$ cat config.mk
export PLATFORM = sky130hd
export DESIGN_NAME = wdt_rst_ctrl
export DESIGN_NICKNAME = d
export VERILOG_FILES = /design/src/rtl/wdt_rst_ctrl.sv
export SDC_FILE = /design/constraint.sdc
export NUM_CORES = 1
export LEC_CHECK = 0
export CAP_MARGIN = 20
export CORE_MARGIN = 5
export CORE_UTILIZATION = 30
export DETAILED_ROUTE_END_ITERATION = 8
export SYNTH_ARGS = -nofsm -noshare
export SYNTH_HDL_FRONTEND = slang
export SYNTH_SLANG_ARGS = --single-unit
$ cat constraint.sdc
create_clock -name pclk -period 4.66 [get_ports pclk]
set_clock_uncertainty 0.2 [all_clocks]
set_input_delay 1.398 -clock pclk [delete_from_list [all_inputs] [get_ports pclk]]
set_output_delay 1.398 -clock pclk [all_outputs]
set_load 0.01 [all_outputs]
$ cat src/rtl/wdt_rst_ctrl.sv
// Watchdog timeout counter with optional interrupt-first response and a
// system reset pulse of programmable length 2^(rpl+1) pclk cycles.
module wdt_rst_ctrl #(
  parameter int CNT_W    = 32,
  parameter int RPL_W    = 3,
  parameter int HC_RPL   = 0,
  parameter int DFLT_RPL = 0
) (
  input  logic             pclk,
  input  logic             presetn,
  input  logic             wdt_en,
  input  logic             rsp_mode,
  input  logic [CNT_W-1:0] top,
  input  logic             restart,
  input  logic             intr_clr,
  input  logic             rpl_wr,
  input  logic [RPL_W-1:0] rpl_wdata,
  output logic [RPL_W-1:0] rpl,
  output logic [CNT_W-1:0] ccvr,
  output logic             wdt_intr,
  output logic             wdt_sys_rst,
  output logic             rst_busy
);

  // Longest pulse is 2^(2^RPL_W) cycles, so the pulse counter needs 2^RPL_W bits.
  localparam int PW = 2 ** RPL_W;

  typedef enum logic [1:0] {
    IDLE  = 2'd0,
    COUNT = 2'd1,
    INTR  = 2'd2,
    RST   = 2'd3
  } state_t;

  state_t           state_reg, state_next;
  logic [CNT_W-1:0] ccvr_reg, ccvr_next;
  logic             intr_reg, intr_next;
  logic             pulse_reg, pulse_next;
  logic [PW-1:0]    pcnt_reg, pcnt_next;
  logic [RPL_W-1:0] rpl_reg;

  logic             cnt_zero;
  logic [CNT_W-1:0] ccvr_dec;
  logic [RPL_W:0]   rpl_exp;
  logic [PW:0]      pulse_len;
  logic [PW-1:0]    pulse_load;
  logic             enter_rst;

  assign cnt_zero   = (ccvr_reg == '0);
  assign ccvr_dec   = ccvr_reg - CNT_W'(1);
  assign rpl_exp    = {1'b0, rpl_reg} + (RPL_W + 1)'(1);
  assign pulse_len  = (PW + 1)'(1) << rpl_exp;
  assign pulse_load = PW'(pulse_len - (PW + 1)'(1));

  generate
    if (HC_RPL != 0) begin : g_hc_rpl
      logic rpl_wr_unused;
      assign rpl_wr_unused = ^{rpl_wr, rpl_wdata};
      assign rpl_reg       = RPL_W'(DFLT_RPL);
    end else begin : g_rw_rpl
      // The field may change mid-pulse; the pulse counter already holds its length.
      always_ff @(posedge pclk or negedge presetn) begin
        if (!presetn) begin
          rpl_reg <= RPL_W'(DFLT_RPL);
        end else if (rpl_wr) begin
          rpl_reg <= rpl_wdata;
        end
      end
    end
  endgenerate

  always_ff @(posedge pclk or negedge presetn) begin
    if (!presetn) begin
      state_reg <= IDLE;
      ccvr_reg  <= '0;
      intr_reg  <= 1'b0;
      pulse_reg <= 1'b0;
      pcnt_reg  <= '0;
    end else begin
      state_reg <= state_next;
      ccvr_reg  <= ccvr_next;
      intr_reg  <= intr_next;
      pulse_reg <= pulse_next;
      pcnt_reg  <= pcnt_next;
    end
  end

  always_comb begin
    state_next = state_reg;
    ccvr_next  = ccvr_reg;
    intr_next  = intr_reg;
    pulse_next = pulse_reg;
    pcnt_next  = pcnt_reg;
    enter_rst  = 1'b0;

    case (state_reg)
      IDLE: begin
        if (wdt_en) begin
          ccvr_next  = top;
          state_next = COUNT;
        end
      end

      COUNT: begin
        if (!wdt_en) begin
          state_next = IDLE;
        end else if (restart) begin
          ccvr_next = top;
        end else if (cnt_zero) begin
          if (rsp_mode) begin
            intr_next  = 1'b1;
            ccvr_next  = top;
            state_next = INTR;
          end else begin
            enter_rst = 1'b1;
          end
        end else begin
          ccvr_next = ccvr_dec;
        end
      end

      INTR: begin
        if (!wdt_en) begin
          intr_next  = 1'b0;
          state_next = IDLE;
        end else if (intr_clr) begin
          // Clearing beats a coincident expiry; the count then restarts from top.
          intr_next  = 1'b0;
          state_next = COUNT;
          ccvr_next  = (restart || cnt_zero) ? top : ccvr_dec;
        end else if (restart) begin
          ccvr_next = top;
        end else if (cnt_zero) begin
          enter_rst = 1'b1;
        end else begin
          ccvr_next = ccvr_dec;
        end
      end

      RST: begin
        if (pcnt_reg == '0) begin
          pulse_next = 1'b0;
          intr_next  = 1'b0;
          ccvr_next  = top;
          state_next = wdt_en ? COUNT : IDLE;
        end else begin
          pcnt_next = pcnt_reg - PW'(1);
        end
      end

      default: begin
        state_next = IDLE;
      end
    endcase

    if (enter_rst) begin
      state_next = RST;
      pulse_next = 1'b1;
      pcnt_next  = pulse_load;
    end
  end

  assign rpl         = rpl_reg;
  assign ccvr        = ccvr_reg;
  assign wdt_intr    = intr_reg;
  assign wdt_sys_rst = pulse_reg;
  assign rst_busy    = pulse_reg;

endmodule

==> results.cfg <==
[worst_setup_path]
critPathArrivalTime_ns = 4.17
crit_type = primary input to flip-flop
path_max_fanout = 5
startpoint_type = primary input
endpoint_kind = flip-flop
worstPathRequired_ns = 4.63

[cells_and_area]
antenna_cells = 0
drive_gt1_share_pct = 9.80
final_util_pct = 39.7
instances_no_fill = 657
syn2layout_area_growth_pct = 30.5
nets = 557
fill_cells = 1210
largest_reg_flops = 32

[routing]
wl_met2_mm = 5.99
route.detailed.drc = 0
met3_length_um = 667
via_count = 3876
drtIter0Drc = 314
vias_per_cell = 5.90
highest_layer = met4
dr.pass1.iters = 5
wl_mm = 12.7
antenna_left = 0
wl_met1_mm = 5.88
routedWlPerCell_um = 19.3

[hold_path]
worst_hold_path_type = flip-flop to flip-flop

[timing]
slew_headroom_pct = 41.3
fmax_mhz = 238
worst_slack_ns = 0.463
min_period_ns = 4.20
period_share_pct = 90.1
tightest_slew_ns = 0.880
finalHoldViolations = 0
final.setup.tns_ns = 0
rsz0062_at_grt = no
setup-violations-final = 0
slew_viol_final = 0

[synthesis]
netlist_instances = 437
synth_seq_area_share_pct = 32.3
async_flop_share_pct = 100
yosysUniqueCellTypes = 66
synth_top_area_share_pct = 32.3
syn_area_sq_um = 3640
synth_area_leaders = dfrtp_1 32%, o21ai_0 5.1%, nor2_1 3.6%
synth_flop_cell = dfrtp_1
synth_warnings = 0
syn-num-nets = 485
yosys.area.top_type = dfrtp_1
avgSynthCellArea_sq_um = 8.33
ys_ff_latch = 47
synth-edff-count = 0

[global_route]
grt_first_pass_wirelength_mm = 20.1
grt_usage_pct = 17.2
grt_max_degree = 37
antenna_found_initial = 0
gr-total-overflow = 0
grt_pass1_vias = 3852

[cts]
ctsLongestPathBuffers = 2
clock_latency_ns = 0.30
htree_levels = 2
cts_tree = built
cts-resized-gates = 0
cts_inserted_buffers = 5
cts.sinks = 47
ctsHoldBuffers = 0
cts_root_buf = clkbuf_16
clkTransAtPathRegs_ns = 0.06
cts_setup_buffers = 0

[placed_design]
place_ws_ns = 0.165
dp_cells = 649
io_buffers = 79
place.gp.congestion = 0.871
hpwl_mm = 9.21

[power_and_ir_drop]
static-leakage-power_uw = 0.00172
ir_worst_vdd_mv = 0.261
powerDensity_nw_per_um2 = 644
total_power_uw = 3060

[floorplanning]
die_y_um = 120
ios = 80
core_sq_um = 12000
die_area_sq_um = 14400
die_x_um = 120
start_util_pct = 30.4
row_count = 40

[flow_run]
cap_viol_max_count = 0

[outcome]
status = complete, no violations
## cell usage in the layout (no fill, tap or decap), types with 7 or more instances in the layout
| master | synthesis | routed |
|---|---|---|
| clkdlybuf4s50_1 | 0 | 78 |
| dfrtp_1 | 47 | 47 |
| o21ai_0 | 37 | 37 |
| nor2_1 | 35 | 35 |
| nand2_1 | 31 | 31 |
| nor3_1 | 26 | 26 |
| a21oi_1 | 20 | 20 |
| buf_4 | 1 | 20 |
| o2bb2ai_1 | 13 | 13 |
| inv_1 | 12 | 12 |
| nor4_1 | 12 | 12 |
| or3_1 | 11 | 11 |
| a22oi_1 | 10 | 10 |
| xnor2_1 | 10 | 10 |
| xor2_1 | 8 | 8 |
| or2_2 | 7 | 7 |
| a221o_1 | 7 | 7 |
## worst paths after layout
kind                           from           end  slack, ns  depth (start not counted)
setup / recovery            restart   pcnt_reg[4]       0.46                         12
hold / removal             wdt_intr      wdt_intr       0.31                          2
setup reg to reg           ccvr[25]   pcnt_reg[4]       0.71                         11
hold reg to reg            wdt_intr      wdt_intr       0.31                          2
max in group asynchronous   presetn  state_reg[0]       2.51                          2
min in group asynchronous   presetn      rst_busy       1.01                          1
## synthesized netlist by cell type (8+ instances only)
cell type / count
inv_1: 12
o2bb2ai_1: 13
nand2_1: 31
a22oi_1: 10
dfrtp_1: 47
xor2_1: 8
nor2_1: 35
a21oi_1: 20
clkbuf_1: 21
nor3_1: 26
o21ai_0: 37
xnor2_1: 10
nor4_1: 12
or3_1: 11
## per-stage QoR
step / hold slack, ns / cell area (sq um)
floorplan: 0.284 / 3640
global placement: 0.298 / 4590
detailed placement: 0.310 / 4590
CTS: 0.325 / 4750
global route: 0.347 / 4750
finish: 0.313 / 4750
## layout make-up
type	count	area (sq um)	share of cell area, %
multi-input combinational	344	2250	47.4
sequential	47	1180	24.7
timing repair buffer	99	936	19.7
tap	147	184	3.87
clock buffer	7	153	3.21
inverter	12	45.0	0.947
clock inverter	1	7.51	0.158
## cells by family (layout without fill, tap and decap cells)
logic type / Yosys count / after routing / synth area share [%]
adder cells (fa/ha/maj): 6 / 6 / 2.06
flip-flops: 47 / 47 / 32.3
AO/OA/AOI/OAI: 149 / 149 / 28.9
buffers and inverters: 46 / 119 / 6.08
AND/OR/NAND/NOR: 163 / 163 / 24.0
multiplexers: 8 / 8 / 2.34
XOR/XNOR: 18 / 18 / 4.33
## power breakdown
part           switching, uW  internal (uW)  leakage, uW
sequential               261            573     0.000569
clock                    165            229    0.0000761
combinational           1010            830      0.00108
## critical path, stage by stage
cell and delay [ns]:
clkdlybuf4s50_1 0.42, nand2b_1 0.22, a21oi_1 0.15, o2111ai_1 0.14, or3_1 0.47, a21oi_1 0.18
ha_1 0.25, inv_1 0.13, or3_1 0.39, o21a_1 0.19, a21oi_1 0.13, mux2i_1 0.10
## routing by layer
layer / vias to the layer above / track usage, %
li1: 1824 / -
met1: 1874 / 22.8
met2: 160 / 28.6
met3: 18 / 3.04
met4: 0 / 5.23
met5: - / 0
(Power assumes the default switching activity.)
==> edit 1, RTL diff (same flow settings) <==
Reset style: synchronous (`presetn`), changed in 2 clocked blocks.
--- a/src/rtl/wdt_rst_ctrl.sv
+++ b/src/rtl/wdt_rst_ctrl.sv
@@ -59,7 +59,7 @@
       assign rpl_reg       = RPL_W'(DFLT_RPL);
     end else begin : g_rw_rpl
       // The field may change mid-pulse; the pulse counter already holds its length.
-      always_ff @(posedge pclk or negedge presetn) begin
+      always_ff @(posedge pclk) begin
         if (!presetn) begin
           rpl_reg <= RPL_W'(DFLT_RPL);
         end else if (rpl_wr) begin
@@ -69,7 +69,7 @@
     end
   endgenerate
 
-  always_ff @(posedge pclk or negedge presetn) begin
+  always_ff @(posedge pclk) begin
     if (!presetn) begin
       state_reg <= IDLE;
       ccvr_reg  <= '0;
Check against the original RTL: differs if presetn is asserted again (counterexample within 4 cycles, from zero or initial values and one cycle with presetn low); with presetn held inactive, the same outputs for 4 cycles.
==> edit 1 against the unedited design <==
Area after synthesis is 9.5% lower. Critical path type unchanged. Die area is 8.7% lower. Sequential cell count is the same. Cell count is 0.15% lower. Register-to-register slack improved by 0.40 ns. Setup slack better by 0.38 ns. Count of clock-buffer cells in the layout is 2 lower. Cell area shrank 9.3%. Wire length is 13% lower. Synthesized cell count increased by 2.5%. Non-clock buffer count is 8 lower.
Power is not compared: it rests on default switching activity, and its combinational part moved more than twofold at a synthesized area within 25%.
==> edit 1: results (changes against the unedited design) <==
{| class="wikitable"
! Metric !! Value
|-
| Signed area change from the synthesized netlist to the final layout || 30.9%
|-
| Global-route met1 utilization || 21.8% (-1.0 points)
|-
| Mean routed wirelength per cell || 16.8 um (-13%)
|-
| Vias in the first global route || 3558 (-7.6%)
|-
| GRT Resource Usage Total || 16.5% (-0.75 points)
|-
| Final HPWL from detailed placement || 8220 um (-11%)
|-
| Worst-case register-to-register setup slack || 1.11 ns (+0.40 ns)
|-
| Routed metal-1 wirelength || 5060 um (-14%)
|-
| Synthesized netlist cell count || 448 (+2.5%)
|-
| Status || complete, no violations
|-
| Number of cells in the finished layout apart from fillers || 656 (-0.15%)
|-
| Normalized max-slew margin || 44.3% (+2.9 points)
|-
| Clk Latency, worst-skew pair || 0.32 ns (+0.02 ns)
|-
| Pin count of the biggest net entering global routing || 25 (-32%)
|-
| Inst Count DP || 648 (-0.15%)
|-
| Net count of the finished layout || 563 (+1.1%)
|-
| Critical Path AT || 3.82 ns (-0.35 ns)
|-
| Ys flop type || sky130_fd_sc_hd__dfxtp_1
|-
| Synthesized-area fraction occupied by ao, oa, aoi and oai cells || 31.0% (+2.1 points)
|-
| Slowest cell on the critical path || sky130_fd_sc_hd__clkdlybuf4s50_1
|-
| Final setup slack of the worst path || 0.842 ns (+0.379 ns)
|-
| Pre-CTS setup slack || 0.534 ns (+0.368 ns)
|-
| Global-route track usage on met3 || 3.26% (+0.22 points)
|-
| Routed length on met2 || 5160 um (-14%)
|-
| Share of post-route cells with drive strength above 1 || 6.20% (-3.6 points)
|-
| Final RePlAce weighted congestion || 0.890 (+2.1%)
|-
| Fill count || 1120 (-7.4%)
|}
==> edit 1: cell count changes in the layout (fill, tap and decap cells not counted), moves of 13 or more <==
cell,change
sky130_fd_sc_hd__dfrtp_1,-47
sky130_fd_sc_hd__a21oi_1,+16
sky130_fd_sc_hd__dfxtp_1,+47
sky130_fd_sc_hd__o2bb2ai_1,-13
sky130_fd_sc_hd__nor2_1,+13
sky130_fd_sc_hd__o21ai_0,+17
==> edit 1: final cells by class <==
class,instances,area share [%]
multi-input combinational,361,50.9
sequential,47,21.8
timing repair buffer,91,20.4
tap,140,4.06
clock buffer,5,1.60
inverter,9,0.783
clock inverter,3,0.464
==> edit 1: path summary, 6_finish.rpt <==
path             from     endpoint
max reg2reg  ccvr[27]  pcnt_reg[6]
min          ccvr[21]     ccvr[21]
min reg2reg  ccvr[21]     ccvr[21]
max           restart  pcnt_reg[6]
==> edit 2, RTL diff (same flow settings) <==
Made on the original files. Change the parameter `RPL_W` from 3 to 4.
--- a/src/rtl/wdt_rst_ctrl.sv
+++ b/src/rtl/wdt_rst_ctrl.sv
@@ -2,7 +2,7 @@
 // system reset pulse of programmable length 2^(rpl+1) pclk cycles.
 module wdt_rst_ctrl #(
   parameter int CNT_W    = 32,
-  parameter int RPL_W    = 3,
+  parameter int RPL_W    = 4,
   parameter int HC_RPL   = 0,
   parameter int DFLT_RPL = 0
 ) (
Interface: changed (resized rpl and rpl_wdata); port bits go from 80 to 82. The function was not compared with the original's and may differ.
==> edit 2 against the unedited design <==
Wire length grew 12%. First-iteration DRC count is 8.0% higher. Sequential power up 13%. Sequential cell count increased by 9. Worst hold slack better by 0.0038 ns. Cell area is 15% higher. Setup slack got worse by 0.20 ns. Cell count increased by 20%. Area after synthesis is 16% higher. Clock power up 12%. Count of clock-buffer cells in the layout is 1 lower. Power increased by 4.2%. Largest power group unchanged.
==> edit 2: results (changes against the unedited design) <==
{| class="wikitable"
! Metric !! Value
|-
| Clk network pwr share || 13.9% (+1.1 points)
|-
| Count of clock-net buffers in the final layout || 6 (-1)
|-
| Capture point of the worst reg-to-reg path || pcnt_reg[14]
|-
| Sequential area share after synthesis || 33.1% (+0.83 points)
|-
| Status || complete, no violations
|-
| Launch point of the worst path || intr_clr
|-
| Vias in the first global route || 4368 (+13%)
|-
| Global-route track usage on met3 || 3.24% (+0.20 points)
|-
| GRT Resource Usage Total || 17.0% (-0.20 points)
|-
| WHS Path Cells || 1 (-1)
|-
| Final RePlAce weighted congestion || 0.889 (+2.1%)
|-
| Reg-to-Reg Start || ccvr[27]
|-
| Commonest cells in the synthesized netlist || sky130_fd_sc_hd__nand2_1, sky130_fd_sc_hd__dfrtp_1, sky130_fd_sc_hd__nor2_1
|-
| Register cell area after layout || 0.00140 sq mm (+19%)
|-
| Critical Path AT || 4.42 ns (+0.25 ns)
|-
| Post-synth net total || 582 (+20%)
|-
| Layout clock area frac || 3.00% (-0.37 points)
|-
| Logic depth of the worst register-to-register path || 12 (+1)
|-
| Mux contribution to synthesized area || 2.57% (+0.24 points)
|-
| Placed Area || 0.00527 sq mm (+15%)
|-
| Synthesized-area fraction occupied by ao, oa, aoi and oai cells || 22.4% (-6.5 points)
|-
| Count of buffers inserted at the top-level ports || 81 (+2.5%)
|-
| Global-route wire length before repair || 22900 um (+14%)
|-
| Highest cell delay on the worst timing path || 0.62 ns (+0.15 ns)
|-
| Routed length on met2 || 6690 um (+12%)
|-
| Pin count of the biggest net entering global routing || 45 (+22%)
|-
| Data-path buffer share of cell area in the final layout || 17.9% (-1.8 points)
|-
| Fill count || 1419 (+17%)
|-
| Non-clock buffer instance count of the final layout || 102 (+3.0%)
|-
| Share of post-route cells with drive strength above 1 || 7.89% (-1.9 points)
|-
| Multi-input gate area in the final layout || 0.00265 sq mm (+18%)
|-
| Routed metal-1 wirelength || 6240 um (+6.1%)
|-
| Slowest cell on the critical path || sky130_fd_sc_hd__mux2i_1
|-
| Net count of the finished layout || 657 (+18%)
|-
| Multi-input gates || 431 (+25%)
|-
| Met2 Use GR || 27.7% (-0.88 points)
|}
edit 2: cell types whose count changed in the layout (fill, tap and decap cells not counted), sizes merged, moves of 9 or more:
cell     unedited run  this run
a21oi              20        38
dfrtp              47        56
nand2              31        59
nand3               6        18
nor2               35        54
o211ai              2        13
o2bb2ai            13         1
xnor2              10        19
edit 2: per-stage QoR:
stage	setup WS [ns]	instances	TNS (ns)	hold slack, ns
final	0.260	788	0	0.317
after global routing	0.0101	788	0	0.342
after CTS	0.270	787	0	0.317
after detailed placement	-0.00653	779	-0.00653	0.298
after global placement	0.219	779	0	0.302
after floorplan	0.493	532	0	0.308
edit 2: power groups by stage:
stage,Sequential [mW],Combinational (mW),Clock (mW)
finish,0.941,1.81,0.442
global route,0.975,1.99,0.470
CTS,0.935,1.81,0.456
detailed placement,0.944,1.80,0
global placement,0.937,1.77,0
floorplan,0.931,1.08,0
